File: src/rtl/nbcac_ftf_monitor_if.sv
// nbcac_ftf_monitor_if: codeword bus and monitor status signals between encoder-side driver and checker
interface nbcac_ftf_monitor_if #(
   parameter int W     = 20,
   parameter int CNT_W = 16
);
   logic [W:1]       codein;
   logic             valid_in;
   logic             clear;
   logic             err_now;
   logic             err_sticky;
   logic [CNT_W-1:0] err_count;
   logic [CNT_W-1:0] word_count;
   logic [4:0]       first_pair;
   logic             halted;
   modport master (
      output codein, valid_in, clear,
      input  err_now, err_sticky, err_count, word_count, first_pair, halted
   );
   modport slave (
      input  codein, valid_in, clear,
      output err_now, err_sticky, err_count, word_count, first_pair, halted
   );
endinterface

File: src/rtl/nbcac_ftf_monitor.sv
// nbcac_ftf_monitor: flags opposite-direction toggles on adjacent wires between consecutive accepted codewords
module nbcac_ftf_monitor #(
   parameter int W           = 20,
   parameter int CNT_W       = 16,
   parameter bit HALT_ON_ERR = 1'b0
) (
   input logic                clock,
   input logic                rst_n,
   nbcac_ftf_monitor_if.slave mon
);
   typedef enum logic [1:0] {IDLE, RUN, HALT} state_t;
   state_t           state_q;
   logic [W:1]       prev_q;
   logic             err_now_q, err_sticky_q;
   logic [CNT_W-1:0] err_count_q, word_count_q, err_count_d, word_count_d;
   logic [4:0]       first_pair_q, first_pair_d;
   logic [W-1:1]     pair_v;
   always_comb begin
      pair_v = '0;
      for (int i = 1; i < W; i++)
         pair_v[i] = (prev_q[i] ^ mon.codein[i]) & (prev_q[i+1] ^ mon.codein[i+1]) & (mon.codein[i] ^ mon.codein[i+1]);
      first_pair_d = '0;
      for (int i = W - 1; i >= 1; i--)
         if (pair_v[i]) first_pair_d = 5'(i);
      err_count_d  = &err_count_q ? err_count_q : err_count_q + 1'b1;
      word_count_d = &word_count_q ? word_count_q : word_count_q + 1'b1;
   end
   always_ff @(posedge clock or negedge rst_n) begin
      if (!rst_n) begin
         state_q      <= IDLE;
         prev_q       <= '0;
         err_now_q    <= 1'b0;
         err_sticky_q <= 1'b0;
         err_count_q  <= '0;
         word_count_q <= '0;
         first_pair_q <= '0;
      end else if (mon.clear) begin
         state_q      <= IDLE;
         err_now_q    <= 1'b0;
         err_sticky_q <= 1'b0;
         err_count_q  <= '0;
         word_count_q <= '0;
         first_pair_q <= '0;
      end else begin
         err_now_q <= 1'b0;
         case (state_q)
            IDLE: if (mon.valid_in) begin
               prev_q  <= mon.codein;
               state_q <= RUN;
            end
            RUN: if (mon.valid_in) begin
               prev_q       <= mon.codein;
               word_count_q <= word_count_d;
               if (|pair_v) begin
                  err_now_q    <= 1'b1;
                  err_sticky_q <= 1'b1;
                  err_count_q  <= err_count_d;
                  if (first_pair_q == '0) first_pair_q <= first_pair_d;
                  if (HALT_ON_ERR) state_q <= HALT;
               end
            end
            default: ;
         endcase
      end
   end
   assign mon.err_now    = err_now_q;
   assign mon.err_sticky = err_sticky_q;
   assign mon.err_count  = err_count_q;
   assign mon.word_count = word_count_q;
   assign mon.first_pair = first_pair_q;
   assign mon.halted     = (state_q == HALT);
endmodule

File: src/flat_wrapper.sv
// flat-port wrapper written by rule: the top's interface ports become plain ports
module nbcac_ftf_monitor_flat 
#(
   parameter int W           = 20,
   parameter int CNT_W       = 16,
   parameter bit HALT_ON_ERR = 1'b0
)
  (clock, rst_n, mon_codein, mon_valid_in, mon_clear, mon_err_now, mon_err_sticky, mon_err_count, mon_word_count, mon_first_pair, mon_halted);
  nbcac_ftf_monitor_if #(.W(W), .CNT_W(CNT_W)) mon_i ();
  input logic clock;
  input logic rst_n;
  input wire logic [$bits(mon_i.codein)-1:0] mon_codein;
  input wire logic [$bits(mon_i.valid_in)-1:0] mon_valid_in;
  input wire logic [$bits(mon_i.clear)-1:0] mon_clear;
  output wire logic [$bits(mon_i.err_now)-1:0] mon_err_now;
  output wire logic [$bits(mon_i.err_sticky)-1:0] mon_err_sticky;
  output wire logic [$bits(mon_i.err_count)-1:0] mon_err_count;
  output wire logic [$bits(mon_i.word_count)-1:0] mon_word_count;
  output wire logic [$bits(mon_i.first_pair)-1:0] mon_first_pair;
  output wire logic [$bits(mon_i.halted)-1:0] mon_halted;
  assign mon_i.codein = mon_codein;
  assign mon_i.valid_in = mon_valid_in;
  assign mon_i.clear = mon_clear;
  assign mon_err_now = mon_i.err_now;
  assign mon_err_sticky = mon_i.err_sticky;
  assign mon_err_count = mon_i.err_count;
  assign mon_word_count = mon_i.word_count;
  assign mon_first_pair = mon_i.first_pair;
  assign mon_halted = mon_i.halted;
  nbcac_ftf_monitor #(.W(W), .CNT_W(CNT_W), .HALT_ON_ERR(HALT_ON_ERR)) u_core (.clock(clock), .rst_n(rst_n), .mon(mon_i));
endmodule
File: config.mk
export PLATFORM = sky130hd
export DESIGN_NAME = nbcac_ftf_monitor_flat
export DESIGN_NICKNAME = d
export VERILOG_FILES = /design/src/rtl/nbcac_ftf_monitor_if.sv /design/src/rtl/nbcac_ftf_monitor.sv /design/src/flat_wrapper.sv
export SDC_FILE = /design/constraint.sdc
export NUM_CORES = 1
export LEC_CHECK = 0
export BUFFER_PORTS_ARGS = -buffer_cell sky130_fd_sc_hd__buf_4
export CELL_PAD_IN_SITES_DETAIL_PLACEMENT = 0
export CELL_PAD_IN_SITES_GLOBAL_PLACEMENT = 1
export CORE_MARGIN = 2
export CORE_UTILIZATION = 43
export CTS_BUF_LIST = sky130_fd_sc_hd__clkbuf_4 sky130_fd_sc_hd__clkbuf_8 sky130_fd_sc_hd__clkbuf_16
export CTS_CLUSTER_SIZE = 10
export DETAILED_ROUTE_END_ITERATION = 8
export PLACE_DENSITY = 0.83
export SLEW_MARGIN = 20
export SYNTH_ARGS = -nofsm -noshare
export SYNTH_HDL_FRONTEND = slang
export SYNTH_SLANG_ARGS = --single-unit
export TNS_END_PERCENT = 10
File: constraint.sdc
create_clock -name clock -period 2.9 [get_ports clock]
set_input_delay 0.435 -clock clock [delete_from_list [all_inputs] [get_ports clock]]
set_output_delay 0.435 -clock clock [all_outputs]
set_load 0.01 [all_outputs]
======== After elaboration in Yosys (flattened, before gate mapping) ========
Index checks and enable logic that the tools add are counted.
storage, ports and cells
  output and inout port bits .............. 40
  word-level logic and storage cells ...... 152
  register bits ........................... 61
  input bits .............................. 24
cells by class
  add/sub/neg operators ................... 2
  reductions and logical operators ........ 17
  muxes and demuxes ....................... 44
  bitwise gates (word level) .............. 78
  eq/ne operators ......................... 4
operators with widths
  cell                   number
  $mux 16                9
  $mux 5                 24
  $xor 1x1->1            39
  $and 1x1->1            38
  $add 16x1->16 const B  2
  $reduce_and 16->1      2
  $reduce_or 19->1       1
  $reduce_bool 2->1      5
  $reduce_and 3->1       3
  $mux 1                 8
  $reduce_and 4->1       2
  $mux 2                 3
  $logic_not 5->1        1
  $ne 2x2->1 const B     2
  $eq 2x1->1 const B     1
  $eq 2x2->1 const B     1
  $logic_not 2->1        1
  $reduce_and 2->1       1
  $reduce_or 2->1        1
  $not 1->1              1

======== Logic depth before layout (Yosys ltp) ========
  word-level depth ........................ 27
  mapped depth ............................ 11
  mapped depth without buffers ............ 7

======== Worst setup path before layout ========
Ideal clock, no wire load.
  kind .................................... reg-to-reg
  start point ............................. reg u_core.err_count_q[7] (netlist: u_core.mon.err_count[7])
  end point ............................... reg u_core.err_count_q[5] (netlist: u_core.mon.err_count[5])
  arrival time ............................ 2.004 ns
  data required time ...................... 2.772 ns
  cell stages (with the launch flop) ...... 11
  clock period less this slack ............ 2.131 ns
  library setup time ...................... 0.128 ns
  path slack .............................. 0.769 ns
  path buffers ............................ 3
  cells stage by stage .................... dfrtp_1 and3_1 buf_6 nand4_2 nor2_1 and3_1 buf_2 nor2b_1 buf_6 nor4_1 mux2_1
on the way
  word-level cells in the longest chain between the ends .. 3
ends and longest elaborated chain
  item                        RTL line                 text
  from (decl)                 nbcac_ftf_monitor.sv:15  logic [CNT_W-1:0] err_count_q, word_count_q, err_count_d, word_count_d;
  from (signal assigned)      nbcac_ftf_monitor.sv:57  err_count_q <= err_count_d;
  $reduce_and 16->1           nbcac_ftf_monitor.sv:25  err_count_d = &err_count_q ? err_count_q : err_count_q + 1'b1;
  $ne 2x2->1 (no line)        -
  $reduce_and 4->1 (no line)  -
No other way between the ends.
A chain may end at the register's enable or synchronous reset.

======== Worst setup path after layout ========
  start point ............................. reg u_core.prev_q[18] in the netlist's numbering
  end point ............................... reg u_core.err_count_q[14] (netlist: u_core.mon.err_count[14])
on the way
  word-level cells in the longest chain between the ends .. 6
  elaborated cells on any way between the ends .. 8
  classes of those cells .................. bitwise (5); reduce/logical (3)
ends and longest elaborated chain
  item                             RTL line                 text
  from (decl)                      nbcac_ftf_monitor.sv:13  logic [W:1] prev_q;
  from (signal assigned)           nbcac_ftf_monitor.sv:48  prev_q <= mon.codein;
  from (signal assigned)           nbcac_ftf_monitor.sv:52  prev_q <= mon.codein;
  $xor 1x1->1 (*)                  nbcac_ftf_monitor.sv:21  pair_v[i] = (prev_q[i] ^ mon.codein[i]) & (prev_q[i+1] ^ mon.codein[i+1]) & (mon.codein[i] ^ mon.codein[i+1]);
  $and 1x1->1 (2 in a row)         nbcac_ftf_monitor.sv:21
  $reduce_or 19->1 (*)             nbcac_ftf_monitor.sv:54  if (|pair_v) begin
  $reduce_bool 2->1 (no line) (*)  -
  $reduce_and 4->1 (no line) (*)   -
Every way passes the cells marked *; elsewhere a longest branch is shown, timed or not.

==> results.ini <==
[status]
outcome=complete, no violations

[timing]
relSlewSlack_pct=49.1
worst_slack_ns=0.572
setup_viol=0
finalHoldViolCount=0
fin_crit_sh_pct=80.3
tightest_slew_ns=0.764
clock_skew_ns=0.00616
maxSlewViolCount=0
fin_tns_setup_ns=0
rsz0062_at_grt=no
fmax_mhz=430
min_period_ns=2.33

[power_and_ir_drop]
p_per_area_nw_per_um2=492
peakVddDrop_uv=324
power.leakage_nw=1.92

[detailed_routing]
drt-initial-drc-count=83
via_per_inst=5.59
wl_per_cell_um=14.4
wirelength_um=8020
num_vias=3118
firstDrtPassIters=4
drc=0
drtAntennaViolNets=0

[placed_design]
port_buffers=62
finalWeightedCongestion=0.774
place_ws_ns=0.434
hpwl_um=5710

[global_routing]
grt_max_degree=61
track_usage_pct=18.2
antenna_found_initial=0
grt_pass1_wl_um=13400
grt_pass1_vias=2958
overflow=0

[logic_synthesis]
netlist_area_um2=3670
syn_nets=411
ys_ff_latch=60
synth_flop_cell=dfrtp_1
synth_cells=385
async_flop_share_pct=100
seq_area_frac_synth_pct=40.9
yosysWarningCount=0
avgSynthCellArea_um2=9.54
synth_cell_types=70
synth_edf_count=0

[clock_network]
cts_resized=0
clk_pin_slew_worst_paths_ns=0.07
cts_sinks=60
cts_buffers=9
clk_path_buf_depth=2
cts_tree=built
clk-insertion-delay-late_ns=0.34
postCtsHoldBufs=0
htree_levels=3
cts_setup_buffers=0
clockRootBuffer=clkbuf_8

[final_layout]
layout.nets=474
fill_cells=786
multiInputGateArea_um2=2050
final_cell_mix=buf_4 (68), dfrtp_1 (60), nor2_1 (33)
final_common_cell=buf_4
syn2layout_area_growth_pct=20.8
layout-drive-gt1-share_pct=26.5
ff_latch_area_um2=1500
final_core_util_pct=53.8
diodes=0

[job]
max_cap_viol_count=0

[critical_path]
critPathArrivalTime_ns=2.55
crit_path_start=u_core.prev_q[18]
crit_path_max_fanout=31
worst_r2r_startpoint=u_core.prev_q[18]
r2r_end=u_core.mon.err_count[14]
endpoint=u_core.mon.err_count[14]
critical_path.endpoint_type=register
required_ns=3.13
crit_type=reg2reg
worstRegToRegCells=7
crit_path_start_kind=register
reg2reg_slack_ns=0.57

[min_path]
hp-class=in2async

[floorplanning]
coreArea_um2=8260
die_x_um=96.4
row_count=33
ios=64
start_util_pct=44.5
die-area_um2=9300
die_y_um=96.4

## how the worst min path moves through the flow
| stage | from | endpoint | slack (ns) |
|---|---|---|---|
| finish | rst_n | u_core.mon.err_count[9] | 0.15 |
| CTS | rst_n | u_core.mon.err_count[10] | 0.19 |
| floorplan | rst_n | u_core.mon.err_count[0] | 0.14 |
| global placement | u_core.state_q[0] | u_core.state_q[0] | 0.48 |
| detailed placement | u_core.state_q[0] | u_core.state_q[0] | 0.49 |
| global route | rst_n | u_core.mon.err_count[9] | 0.22 |
## critical path, cell delays in order (launching register included)
cell and delay (ns):
dfrtp_1 0.43, nor2b_1 0.15, o21ai_0 0.13, o21ai_0 0.13, a211oi_1 0.49, a31o_4 0.43, nor4_1 0.13, mux2_1 0.32
## layer usage
layer | up-vias | wire length [um] | global-route usage, %
li1 | 1552 | - | -
met1 | 1495 | 3550 | 22.8
met2 | 58 | 4020 | 30.8
met3 | 13 | 342 | 4.34
met4 | 0 | 100 | 6.34
met5 | - | 0 | 0
## flip-flops by register name, summed over array words and instances, names as in the netlist
register,flops
u_core.mon.err_now,1
u_core.prev_q,20
u_core.mon.err_count,16
u_core.mon.first_pair,5
u_core.mon.err_sticky,1
u_core.mon.word_count,16
u_core.state_q,1
## metrics by stage
step | power [mW] | hold slack [ns] | instances | area (um2)
6_report | 2.19 | 0.153 | 558 | 4440
5_1_grt | 2.31 | 0.222 | 558 | 4440
4_1_cts | 2.22 | 0.189 | 558 | 4440
3_5_place_dp | 1.36 | 0.486 | 542 | 4220
3_3_place_gp | 1.35 | 0.479 | 542 | 4220
2_1_floorplan | 1.23 | 0.139 | 385 | 3670
## Yosys cell counts (7+ instances only)
cell,number,area (um2)
a21oi_1,27,135
mux2_2,20,225
xor2_1,12,105
clkbuf_1,7,26.3
nor2b_1,16,100
dfrtp_1,60,1500
nor2_1,33,124
nand2_1,24,90.1
nor4_1,7,43.8
or4_1,10,75.1
nand3_1,17,85.1
and3_1,7,43.8
nand4_1,7,43.8
o21ai_0,7,35.0
o31ai_1,8,60.1
nand2b_1,19,119
## layout make-up
| class | instances | area share [%] |
|---|---|---|
| clock buffer | 9 | 2.79 |
| sequential | 60 | 33.8 |
| clock inverter | 7 | 2.23 |
| timing repair buffer | 68 | 11.5 |
| multi-input combinational | 302 | 46.1 |
| tap | 105 | 2.96 |
| inverter | 7 | 0.592 |
## power by group
part | total (mW) | internal, mW | switching, mW
sequential | 0.944 | 0.889 | 0.0555
combinational | 0.395 | 0.190 | 0.205
clock | 0.847 | 0.489 | 0.358
total | 2.19 | 1.57 | 0.619
## cells by family (layout without fill, tap and decap cells)
logic type	Yosys count	after routing	synth area share [%]
simple gates	181	181	29.4
fa+ha+maj	2	2	0.681
buf+inv	23	91	3.44
flops	60	60	40.9
other cells	1	1	0.102
xor+xnor	15	15	3.58
mux	23	23	7.05
compound gates	80	80	14.9
No activity file was read; power rests on OpenSTA's default activity.
